### config.mk
export PLATFORM = sky130hd
export DESIGN_NAME = spi_disp_slave
export DESIGN_NICKNAME = d
export VERILOG_FILES = /design/src/rtl/spi_disp_slave.sv
export SDC_FILE = /design/constraint.sdc
export NUM_CORES = 1
export LEC_CHECK = 0
export CORE_ASPECT_RATIO = 1.2
export CORE_MARGIN = 1
export CORE_UTILIZATION = 30
export CTS_CLUSTER_DIAMETER = 150
export DETAILED_ROUTE_END_ITERATION = 12
export GPL_ROUTABILITY_DRIVEN = 1
export PLACE_DENSITY_LB_ADDON = 0.25
export SLEW_MARGIN = 25
export SYNTH_ARGS = -nofsm -noshare
export SYNTH_HDL_FRONTEND = slang
export SYNTH_SLANG_ARGS = --single-unit
### constraint.sdc
create_clock -name clk_i -period 3.3 [get_ports clk_i]
set_input_delay 0.66 -clock clk_i [delete_from_list [all_inputs] [get_ports clk_i]]
set_output_delay 0.66 -clock clk_i [all_outputs]
set_load 0.02 [all_outputs]
### src/rtl/spi_disp_slave.sv
// SPI mode-0 slave that oversamples ss/sclk/mosi on clk. It receives one DATA_W-bit word per frame
// and returns the reply word that was captured when ss fell.
module spi_disp_slave #(
    parameter int DATA_W      = 16,
    parameter int SYNC_STAGES = 2
) (
    input  logic              clk_i,
    input  logic              rst_ni,
    input  logic              ss_i,
    input  logic              sclk_i,
    input  logic              mosi_i,
    output logic              miso_o,
    input  logic [DATA_W-1:0] tx_data_i,
    output logic [DATA_W-1:0] rx_data_o,
    output logic              rx_valid_o,
    output logic              frame_err_o,
    output logic              busy_o
);

    localparam logic [0:0] ST_IDLE   = 1'b0;
    localparam logic [0:0] ST_ACTIVE = 1'b1;
    localparam int         CNT_W     = $clog2(DATA_W + 1);
    localparam logic [CNT_W-1:0] CNT_FULL = CNT_W'(DATA_W);

    // Pin bundle order is {ss, sclk, mosi}. The idle levels are 1, 0, 0.
    logic [2:0]             pin_sync_q [SYNC_STAGES];
    logic [SYNC_STAGES-1:0] fill_q;
    logic                   ss_s, sclk_s, mosi_s;

    always_ff @(posedge clk_i or negedge rst_ni) begin
        if (!rst_ni) begin
            for (int i = 0; i < SYNC_STAGES; i++) begin
                pin_sync_q[i] <= 3'b100;
            end
            fill_q <= '0;
        end else begin
            pin_sync_q[0] <= {ss_i, sclk_i, mosi_i};
            fill_q[0]     <= 1'b1;
            for (int i = 1; i < SYNC_STAGES; i++) begin
                pin_sync_q[i] <= pin_sync_q[i-1];
                fill_q[i]     <= fill_q[i-1];
            end
        end
    end

    assign ss_s   = pin_sync_q[SYNC_STAGES-1][2];
    assign sclk_s = pin_sync_q[SYNC_STAGES-1][1];
    assign mosi_s = pin_sync_q[SYNC_STAGES-1][0];

    logic ss_prev_q, sclk_prev_q;
    logic ss_fall_q, ss_rise_q, sclk_rise_q, sclk_fall_q;
    logic mosi_q, armed_q;

    // The edge flags are registered. mosi_q is delayed by the same amount so that it lines up with
    // sclk_rise_q. armed_q becomes set only after the chain holds real pin samples and ss is seen
    // high. Because of this, an ss that is already low at reset release cannot start a frame.
    always_ff @(posedge clk_i or negedge rst_ni) begin
        if (!rst_ni) begin
            ss_prev_q   <= 1'b1;
            sclk_prev_q <= 1'b0;
            ss_fall_q   <= 1'b0;
            ss_rise_q   <= 1'b0;
            sclk_rise_q <= 1'b0;
            sclk_fall_q <= 1'b0;
            mosi_q      <= 1'b0;
            armed_q     <= 1'b0;
        end else begin
            ss_prev_q   <= ss_s;
            sclk_prev_q <= sclk_s;
            ss_fall_q   <= ss_prev_q & ~ss_s;
            ss_rise_q   <= ~ss_prev_q & ss_s;
            sclk_rise_q <= ~sclk_prev_q & sclk_s;
            sclk_fall_q <= sclk_prev_q & ~sclk_s;
            mosi_q      <= mosi_s;
            armed_q     <= armed_q | (fill_q[SYNC_STAGES-1] & ss_s);
        end
    end

    logic [0:0]        state_q, state_d;
    logic [DATA_W-1:0] tx_sh_q, tx_sh_d;
    logic [DATA_W-1:0] rx_sh_q, rx_sh_d;
    logic [CNT_W-1:0]  cnt_q, cnt_d;
    logic              ovf_q, ovf_d;
    logic [DATA_W-1:0] rx_data_q, rx_data_d;
    logic              rx_valid_q, rx_valid_d;
    logic              frame_err_q, frame_err_d;

    always_comb begin
        state_d     = state_q;
        tx_sh_d     = tx_sh_q;
        rx_sh_d     = rx_sh_q;
        cnt_d       = cnt_q;
        ovf_d       = ovf_q;
        rx_data_d   = rx_data_q;
        rx_valid_d  = 1'b0;
        frame_err_d = 1'b0;
        case (state_q)
            ST_IDLE: begin
                if (ss_fall_q && armed_q) begin
                    state_d = ST_ACTIVE;
                    tx_sh_d = tx_data_i;
                    cnt_d   = '0;
                    ovf_d   = 1'b0;
                end
            end
            ST_ACTIVE: begin
                // A frame end that arrives together with an sclk edge takes priority and swallows that edge.
                if (ss_rise_q) begin
                    state_d = ST_IDLE;
                    if (cnt_q == CNT_FULL && !ovf_q) begin
                        rx_data_d  = rx_sh_q;
                        rx_valid_d = 1'b1;
                    end else begin
                        frame_err_d = 1'b1;
                    end
                end else begin
                    if (sclk_rise_q) begin
                        if (cnt_q == CNT_FULL) begin
                            ovf_d = 1'b1;
                        end else begin
                            rx_sh_d = {rx_sh_q[DATA_W-2:0], mosi_q};
                            cnt_d   = cnt_q + CNT_W'(1);
                        end
                    end
                    if (sclk_fall_q) begin
                        tx_sh_d = {tx_sh_q[DATA_W-2:0], 1'b0};
                    end
                end
            end
            default: state_d = ST_IDLE;
        endcase
    end

    always_ff @(posedge clk_i or negedge rst_ni) begin
        if (!rst_ni) begin
            state_q     <= ST_IDLE;
            tx_sh_q     <= '0;
            rx_sh_q     <= '0;
            cnt_q       <= '0;
            ovf_q       <= 1'b0;
            rx_data_q   <= '0;
            rx_valid_q  <= 1'b0;
            frame_err_q <= 1'b0;
        end else begin
            state_q     <= state_d;
            tx_sh_q     <= tx_sh_d;
            rx_sh_q     <= rx_sh_d;
            cnt_q       <= cnt_d;
            ovf_q       <= ovf_d;
            rx_data_q   <= rx_data_d;
            rx_valid_q  <= rx_valid_d;
            frame_err_q <= frame_err_d;
        end
    end

    assign miso_o      = (state_q == ST_ACTIVE) ? tx_sh_q[DATA_W-1] : 1'b1;
    assign busy_o      = (state_q == ST_ACTIVE);
    assign rx_data_o   = rx_data_q;
    assign rx_valid_o  = rx_valid_q;
    assign frame_err_o = frame_err_q;

endmodule

# == After elaboration in Yosys (flattened, before gate mapping) ==
# Cells that the tools add are included.
# op_classes
addsub,1
multipliers,0
div,0
order_cmp,0
n_eq_ne,7
shift,0
n_mux,24
bitwise_logic,13
reduce_logical,8
# op_table
cell,n
$mux W16,3
$pmux W16 S2,1
$mux W5,4
$mux W1,13
$reduce_and A4 Y1,3
$ne A2 B2 Y1 const B,5
$pmux W5 S2,1
$not A1 Y1,7
$reduce_and A3 Y1,2
$add A5 B1 Y5 const B,1
$and A1 B1 Y1,5
$eq A5 B5 Y1 const B,1
$pmux W1 S2,2
$logic_and A1 B1 Y1,2
$ne A2 B1 Y1 const B,1
$logic_not A1 Y1,1
$or A1 B1 Y1,1
# totals
register_bits,73
latch_bits,0
ram_bits,0
mem_bits_ro,0
input_bits,21
output_inout_bits,20
elab_cells,72
memories,0

# == Logic depth before layout (Yosys ltp) ==
# Gate-level depths: netlist (run 1).
# depth
ltp_word,5
ltp_mapped,6
mapped_depth_nobuf,5

# == Worst setup path before layout (run 1) ==
# OpenSTA, ideal clock, no wires.
# synth_timing
path_type,register to output
startpoint,"register state_q, in the netlist busy_o"
endpoint,output port miso_o
arrival_time_ns,1.128
required_time_ns,2.640
setup_slack_ns,1.512
path_stages_with_launch,4
n_path_buf,2
cell_sequence,dfrtp_1 buf_2 clkbuf_1 nand2b_1
# synth_between
elab_chain_cells,1
# synth_rtl
element,line_no,text
from (decl),79,"logic [0:0] state_q, state_d;"
from (signal assigned),145,state_q <= state_d;
$mux W1,156,assign miso_o = (state_q == ST_ACTIVE) ? tx_sh_q[DATA_W-1] : 1'b1;
to (decl),12,"output logic miso_o,"
# Every way passes these cells.

# == Final worst setup path (run 1) ==
# layout_timing
startpoint,"register state_q, in the netlist busy_o"
endpoint,output port busy_o
# layout_rtl
element,line_no,text
to (decl),17,output logic busy_o
# No word-level cell between the ends.

==> summary.txt, run 1 <==
Run status
  • Status: completed

Timing
  • Worst-Margin Slew: 936 ps
  • Max Transition Viols Final: 0
  • Worst slew margin: 0.376
  • Share of the clock period used by the worst path: 0.817
  • FMAX: 0.371 GHz
  • Worst setup skew after layout: 5.37 ps
  • Setup Viol. Count Final: 0
  • Number of endpoints with negative hold slack in the final report: 0
  • Minimum clock period after layout: 2690 ps
  • RSZ-0062 raised after global routing: false
  • Sum of negative setup slack: 0 ps

Worst hold path
  • Hold Crit Class: in -> async

Finish
  • Final instance area: 3790 sq um
  • Antenna diode count: 0
  • Post-route core utilization: 0.397
  • Final standard cell count with taps included and fillers excluded: 364
  • Final net count: 259
  • Layout area overhead: 28.5%
  • Fraction of layout cells with a size suffix above 1: 0.373

Power
  • Power, Total: 2.55 mW
  • Leakage power figure: 1.67 nW
  • Worst supply voltage drop on vdd: 328 uV
  • Areal power density over the cells: 671 nW/um^2

Global routing
  • First-pass GRT wire length: 8.57 mm
  • Grt total ovfl: 0
  • Via count of the first global-routing pass: 1664
  • Antenna violations before repair: 0
  • All-layer global routing usage: 0.108
  • Pin count of the biggest net entering global routing: 35

Drt
  • DRC errors left: 0
  • Routed len/inst: 13.4 um
  • Antenna Violating Nets Remaining: 0
  • Number of DRC violations after detailed-routing iteration 0: 58
  • Detail-routed via count per cell: 4.51
  • Number of iterations in the first detailed-routing pass: 4
  • Vias after detailed routing: 1640
  • Total Wirelength: 4.86 mm

Worst setup path
  • Category of the critical setup timing path: reg -> out
  • Cells traversed along the worst timing path: clkdlybuf4s50_1
  • Crit path buffers/inverters: 1
  • Dominant delay contributor by cell family on the critical path: flip-flops
  • Crit. End Element: output port
  • Delay contributed by the slowest stage of the critical path: 950 ps
  • Critical path arrival: 2030 ps
  • Critical Path Slowest Stage Cell: dfrtp_1
  • Sort of element at the start of the critical path: flip-flop
  • Required time reported for the critical path endpoint: 2640 ps
  • Critical path fanouts, max: 27

CTS
  • Number of setup buffers added after CTS: 0
  • Count of hold buffers inserted by post-cts repair: 0
  • Clock tree from TritonCTS: done
  • Number of sinks driven by the clock tree: 73
  • Clock insertion delay at the later pin of the skew report: 330 ps
  • CTS Root Cell: clkbuf_16
  • Number of resized instances in the post-cts repair step: 0
  • Clock-pin slew on the worst setup and hold paths: 60 ps
  • Number of H-tree branching levels: 3
  • Total clock buffers created by CTS: 9
  • Maximum clock insertion buffer count: 2

Die
  • Starting utilization of the core area: 0.309
  • Die outline area: 10200 sq um
  • Total core area: 9560 sq um
  • Height of the die: 111 um
  • Rows: 39
  • Overall die width: 92.6 um
  • I/O pin count: 41

Logic synthesis
  • Mean cell area of the mapped netlist: 15.7 sq um
  • Top cell type by total area after synthesis: dfrtp_1
  • Synth area leaders: dfrtp_1, mux2_2, mux2_4
  • Post-synth net total: 211
  • Sequential cell area fraction in the yosys report: 0.620
  • Top cell type's share of synthesized area: 0.593
  • Number of distinct library cells after synthesis: 33
  • Cells after synthesis: 188
  • Summed instance area of the synthesized netlist: 2950 sq um
  • Synthesized flop and latch total: 73
  • Yosys warning count: 0

Placement
  • GP Congestion: 0.659
  • Number of input and output port buffers inserted: 40
  • Detailed Place HPWL: 3.09 mm
  • Placed Area: 3470 sq um
  • Total placed cells including tap cells: 348

Run
  • Max Cap Violations: 0
## layer usage
layer | track usage | vias up | wire (um)
met5 | 0 | - | 0
li1 | - | 757 | -
met4 | 0.0500 | 0 | 73
met3 | 0.0398 | 8 | 289
met2 | 0.150 | 40 | 2130
met1 | 0.150 | 835 | 2370
## where the power goes
part | switching (mW) | internal, mW
Sequential | 0.111 | 1.05
Clock | 0.353 | 0.681
Combinational | 0.119 | 0.231
## state kept, by name, summed over array words and instances, names as in the netlist
register and flops:
rx_data_o 16, rx_sh_q 16, tx_sh_q 16, cnt_q 5
pin_sync_q 5, fill_q 2, armed_q 1, busy_o 1
frame_err_o 1, mosi_q 1, mosi_s 1, ovf_q 1
rx_valid_o 1, sclk_fall_q 1, sclk_prev_q 1, sclk_rise_q 1
ss_fall_q 1, ss_prev_q 1, ss_rise_q 1
## synthesized netlist by cell type
master and n:
a21o_1 1, a21oi_1 1, a22o_2 1, a22oi_1 1, and3b_1 2, and4bb_2 1
buf_12 1, buf_2 2, buf_4 1, buf_6 1, clkbuf_1 1, conb_1 1
dfrtp_1 70, dfstp_2 3, ha_1 2, inv_1 5, mux2_2 53, mux2_4 9
nand2_1 2, nand2b_1 1, nand3_1 5, nand3b_1 3, nand4b_1 1, nand4bb_4 1
nor2_1 4, nor2_4 1, nor2b_1 4, nor3_4 1, o211ai_1 1, o21ai_0 3
o21ai_2 1, o2bb2ai_1 2, xnor2_1 2
## per-stage QoR
| step | setup WS [ps] | hold slack (ps) |
|---|---|---|
| floorplan | 1510 | 331 |
| global placement | 952 | 333 |
| detailed placement | 922 | 337 |
| CTS | 579 | 241 |
| global route | 470 | 258 |
| finish | 605 | 235 |
## logic make-up (layout without fill, tap and decap cells)
logic type,Yosys count,after routing,share of synthesized area
flip-flops,73,73,0.620
multiplexers,62,62,0.248
AND/OR/NAND/NOR,26,26,0.0661
AO/OA/AOI/OAI,11,11,0.0267
buffers and inverters,11,64,0.0241
adder cells (fa/ha/maj),2,2,0.00847
XOR/XNOR,2,2,0.00593
other,1,1,0.00127
## layout by cell type (no fill, tap or decap), types with 4 or more instances in the layout
master and n:
dfrtp_1 70, mux2_2 53, clkdlybuf4s50_1 39, mux2_4 9, clkbuf_16 9, inv_1 5, nand3_1 5, nor2b_1 4
nor2_1 4
## area by class of cell
class / count / area (sq um)
inverter: 5 / 18.8
tap: 123 / 154
clock inverter: 5 / 78.8
fill: 932 / 5770
clock buffer: 11 / 243
timing repair buffer: 43 / 418
multi-input combinational: 104 / 1050
sequential: 73 / 1830
## worst reg2reg max path, cell delays in order (launching register included)
cell,delay (ps)
dfrtp_1,950
nand2_1,140
o21ai_2,680
mux2_2,410
## final timing paths
path / startpoint / end / slack, ps / cells after the start
max in group asynchronous: rst_ni / ss_prev_q / 2290 / 2
worst min register to register: fill_q[0] / fill_q[1] / 350 / 0
worst min-delay path: rst_ni / tx_sh_q[7] / 230 / 1
worst max register to register: busy_o / tx_sh_q[15] / 1000 / 3
min in group clk_i: fill_q[0] / fill_q[1] / 350 / 0
worst max-delay path: busy_o / busy_o / 610 / 1
No activity file was read; power rests on OpenSTA's default activity.
==> inputs of run 2 (changes only) <==
==> constraint.sdc (replaced) <==
create_clock -name clk_i -period 2.3 [get_ports clk_i]
set_input_delay 0.46 -clock clk_i [delete_from_list [all_inputs] [get_ports clk_i]]
set_output_delay 0.46 -clock clk_i [all_outputs]
set_load 0.02 [all_outputs]
==> run 2 against run 1 <==
Via count shrank 0.55%. Non-clock buffer count rose by 2. Sequential power rose by 42%. Sequential cell count did not move. Clock power grew 30%. Count of clock-buffer cells in the layout decreased by 2. Setup slack worse by 450 ps. Combinational power increased by 55%. Clock skew is 0.70 ps lower. Highest routed layer unchanged.
==> summary.txt, run 2 (synthesis results as in run 1) <==
Run status
  • Status: completed

Placement
  • Detailed Place HPWL: 3.05 mm
  • Total placed cells including tap cells: 350
  • GP Congestion: 0.719
  • Number of input and output port buffers inserted: 40

Global routing
  • Pin count of the biggest net entering global routing: 57
  • Met3 GRT Util: 0.0309
  • First-pass GRT wire length: 8.57 mm
  • Antenna violations before repair: 0
  • All-layer global routing usage: 0.107
  • Grt total ovfl: 0
  • Met1 track demand over resource in global routing: 0.136
  • Met2 track demand over resource: 0.163
  • Via count of the first global-routing pass: 1799
  • Most heavily used metal layer in global routing: met2

Finish
  • Commonest cells after routing, fill and taps aside: dfrtp_1, mux2_2, clkdlybuf4s50_1
  • Final net count: 261
  • Layout area overhead: 29.4%
  • Antenna diode count: 0
  • Fraction of layout cells with a size suffix above 1: 0.383
  • Post-route core utilization: 0.400
  • Final standard cell count with taps included and fillers excluded: 366
  • Most common library cell in the layout ignoring fill and taps: dfrtp_1

Worst setup path
  • Startpoint of the worst-slack reg-to-reg timing path: cnt_q[0]
  • Sort of element at the start of the critical path: flip-flop
  • Category of the critical setup timing path: reg -> out
  • Critical path arrival: 1680 ps
  • Required time reported for the critical path endpoint: 1840 ps
  • Cells traversed along the worst timing path: buf_12 > nand2b_1 > clkdlybuf4s50_1
  • Critical path fanouts, max: 20
  • R2R Setup Slk: 450 ps
  • Delay contributed by the slowest stage of the critical path: 590 ps
  • Critical Path Slowest Stage Cell: clkdlybuf4s50_1
  • Setup crit start: busy_o
  • Crit. End Element: output port

Timing
  • Max Transition Viols Final: 0
  • FMAX: 0.467 GHz
  • Setup Viol. Count Final: 0
  • RSZ-0062 raised after global routing: false
  • Worst setup skew after layout: 4.67 ps
  • Share of the clock period used by the worst path: 0.932
  • Sum of negative setup slack: 0 ps
  • Worst-Margin Slew: 825 ps
  • Number of endpoints with negative hold slack in the final report: 0
  • Worst slew margin: 0.450
  • Minimum clock period after layout: 2140 ps

Drt
  • Total Wirelength: 4.65 mm
  • DRC errors left: 0
  • Routed len/inst: 12.7 um
  • Antenna Violating Nets Remaining: 0
  • Detail-routed via count per cell: 4.46
  • Number of iterations in the first detailed-routing pass: 4
  • Number of DRC violations after detailed-routing iteration 0: 70
  • Vias after detailed routing: 1631

CTS
  • Clock-pin slew on the worst setup and hold paths: 50 ps
  • Number of H-tree branching levels: 3
  • Number of resized instances in the post-cts repair step: 0
  • Total clock buffers created by CTS: 9
  • Maximum clock insertion buffer count: 2
  • Number of setup buffers added after CTS: 0
  • CTS Root Cell: clkbuf_16
  • Clock insertion delay at the later pin of the skew report: 320 ps
  • Count of hold buffers inserted by post-cts repair: 0
  • Number of sinks driven by the clock tree: 73
  • Clock tree from TritonCTS: done

Die
  • Rows: 39
  • Overall die width: 92.6 um
  • Total core area: 9560 sq um
  • Starting utilization of the core area: 0.309
  • I/O pin count: 41
  • Die outline area: 10200 sq um
  • Height of the die: 111 um

Power
  • Worst supply voltage drop on vdd: 423 uV
  • Power, Total: 3.53 mW
  • Leakage power figure: 1.67 nW
  • Areal power density over the cells: 924 nW/um^2

Worst hold path
  • Hold Crit Class: in -> async

Run
  • Max Cap Violations: 0
[run 2: cell types whose count changed in the layout (fill, tap and decap cells not counted)]
cell | before | now
clkbuf_8 | 1 | 0
clkinvlp_4 | 0 | 3
buf_4 | 3 | 2
buf_12 | 0 | 3
clkbuf_1 | 1 | 0
bufinv_16 | 2 | 1
[run 2: area by class of cell]
class	count	area (sq um)
clock buffers	9	225
clock inverters	7	71.3
fillers	935	5740
inverters	5	18.8
multi-input cells	104	1050
flip-flops and latches	73	1830
well taps	123	154
repair buffers	45	470
[run 2: worst paths after layout]
| check | end | cells past startpoint |
|---|---|---|
| setup reg to reg | rx_sh_q[9] | 6 |
| setup / recovery | miso_o | 3 |
| hold / removal | tx_sh_q[8] | 1 |
| hold reg to reg | fill_q[1] | 0 |
| max in group asynchronous | pin_sync_q[5] | 2 |
| min in group clk_i | fill_q[1] | 0 |
[run 2: metal layers]
layer	routed length (um)	vias to the layer above	part of all wire
met4	116	0	0.025
met1	2150	813	0.46
met3	238	10	0.051
li1	-	765	-
met2	2150	43	0.46
met5	0	-	0
[run 2: power breakdown]
| part | switching (mW) | internal [mW] | total (mW) |
|---|---|---|---|
| Sequential | 0.135 | 1.51 | 1.65 |
| Combinational | 0.196 | 0.349 | 0.544 |
| Clock | 0.506 | 0.835 | 1.34 |
| Total | 0.837 | 2.69 | 3.53 |
[run 2: stage by stage]
step | setup WS (ps) | hold slack (ps) | area [sq um]
global placement | 428 | 332 | 3530
detailed placement | 445 | 337 | 3530
floorplan | 532 | 164 | 2950
finish | 157 | 76.3 | 3820
global route | 86.6 | 108 | 3820
CTS | 146 | 91.5 | 3820
[run 2: critical path, delay by kind of cell (launching register included)]
kind / cells / cell delay (ps)
buffers and inverters: 2 / 800
DFF: 1 / 480
and+or+nand+nor: 1 / 70
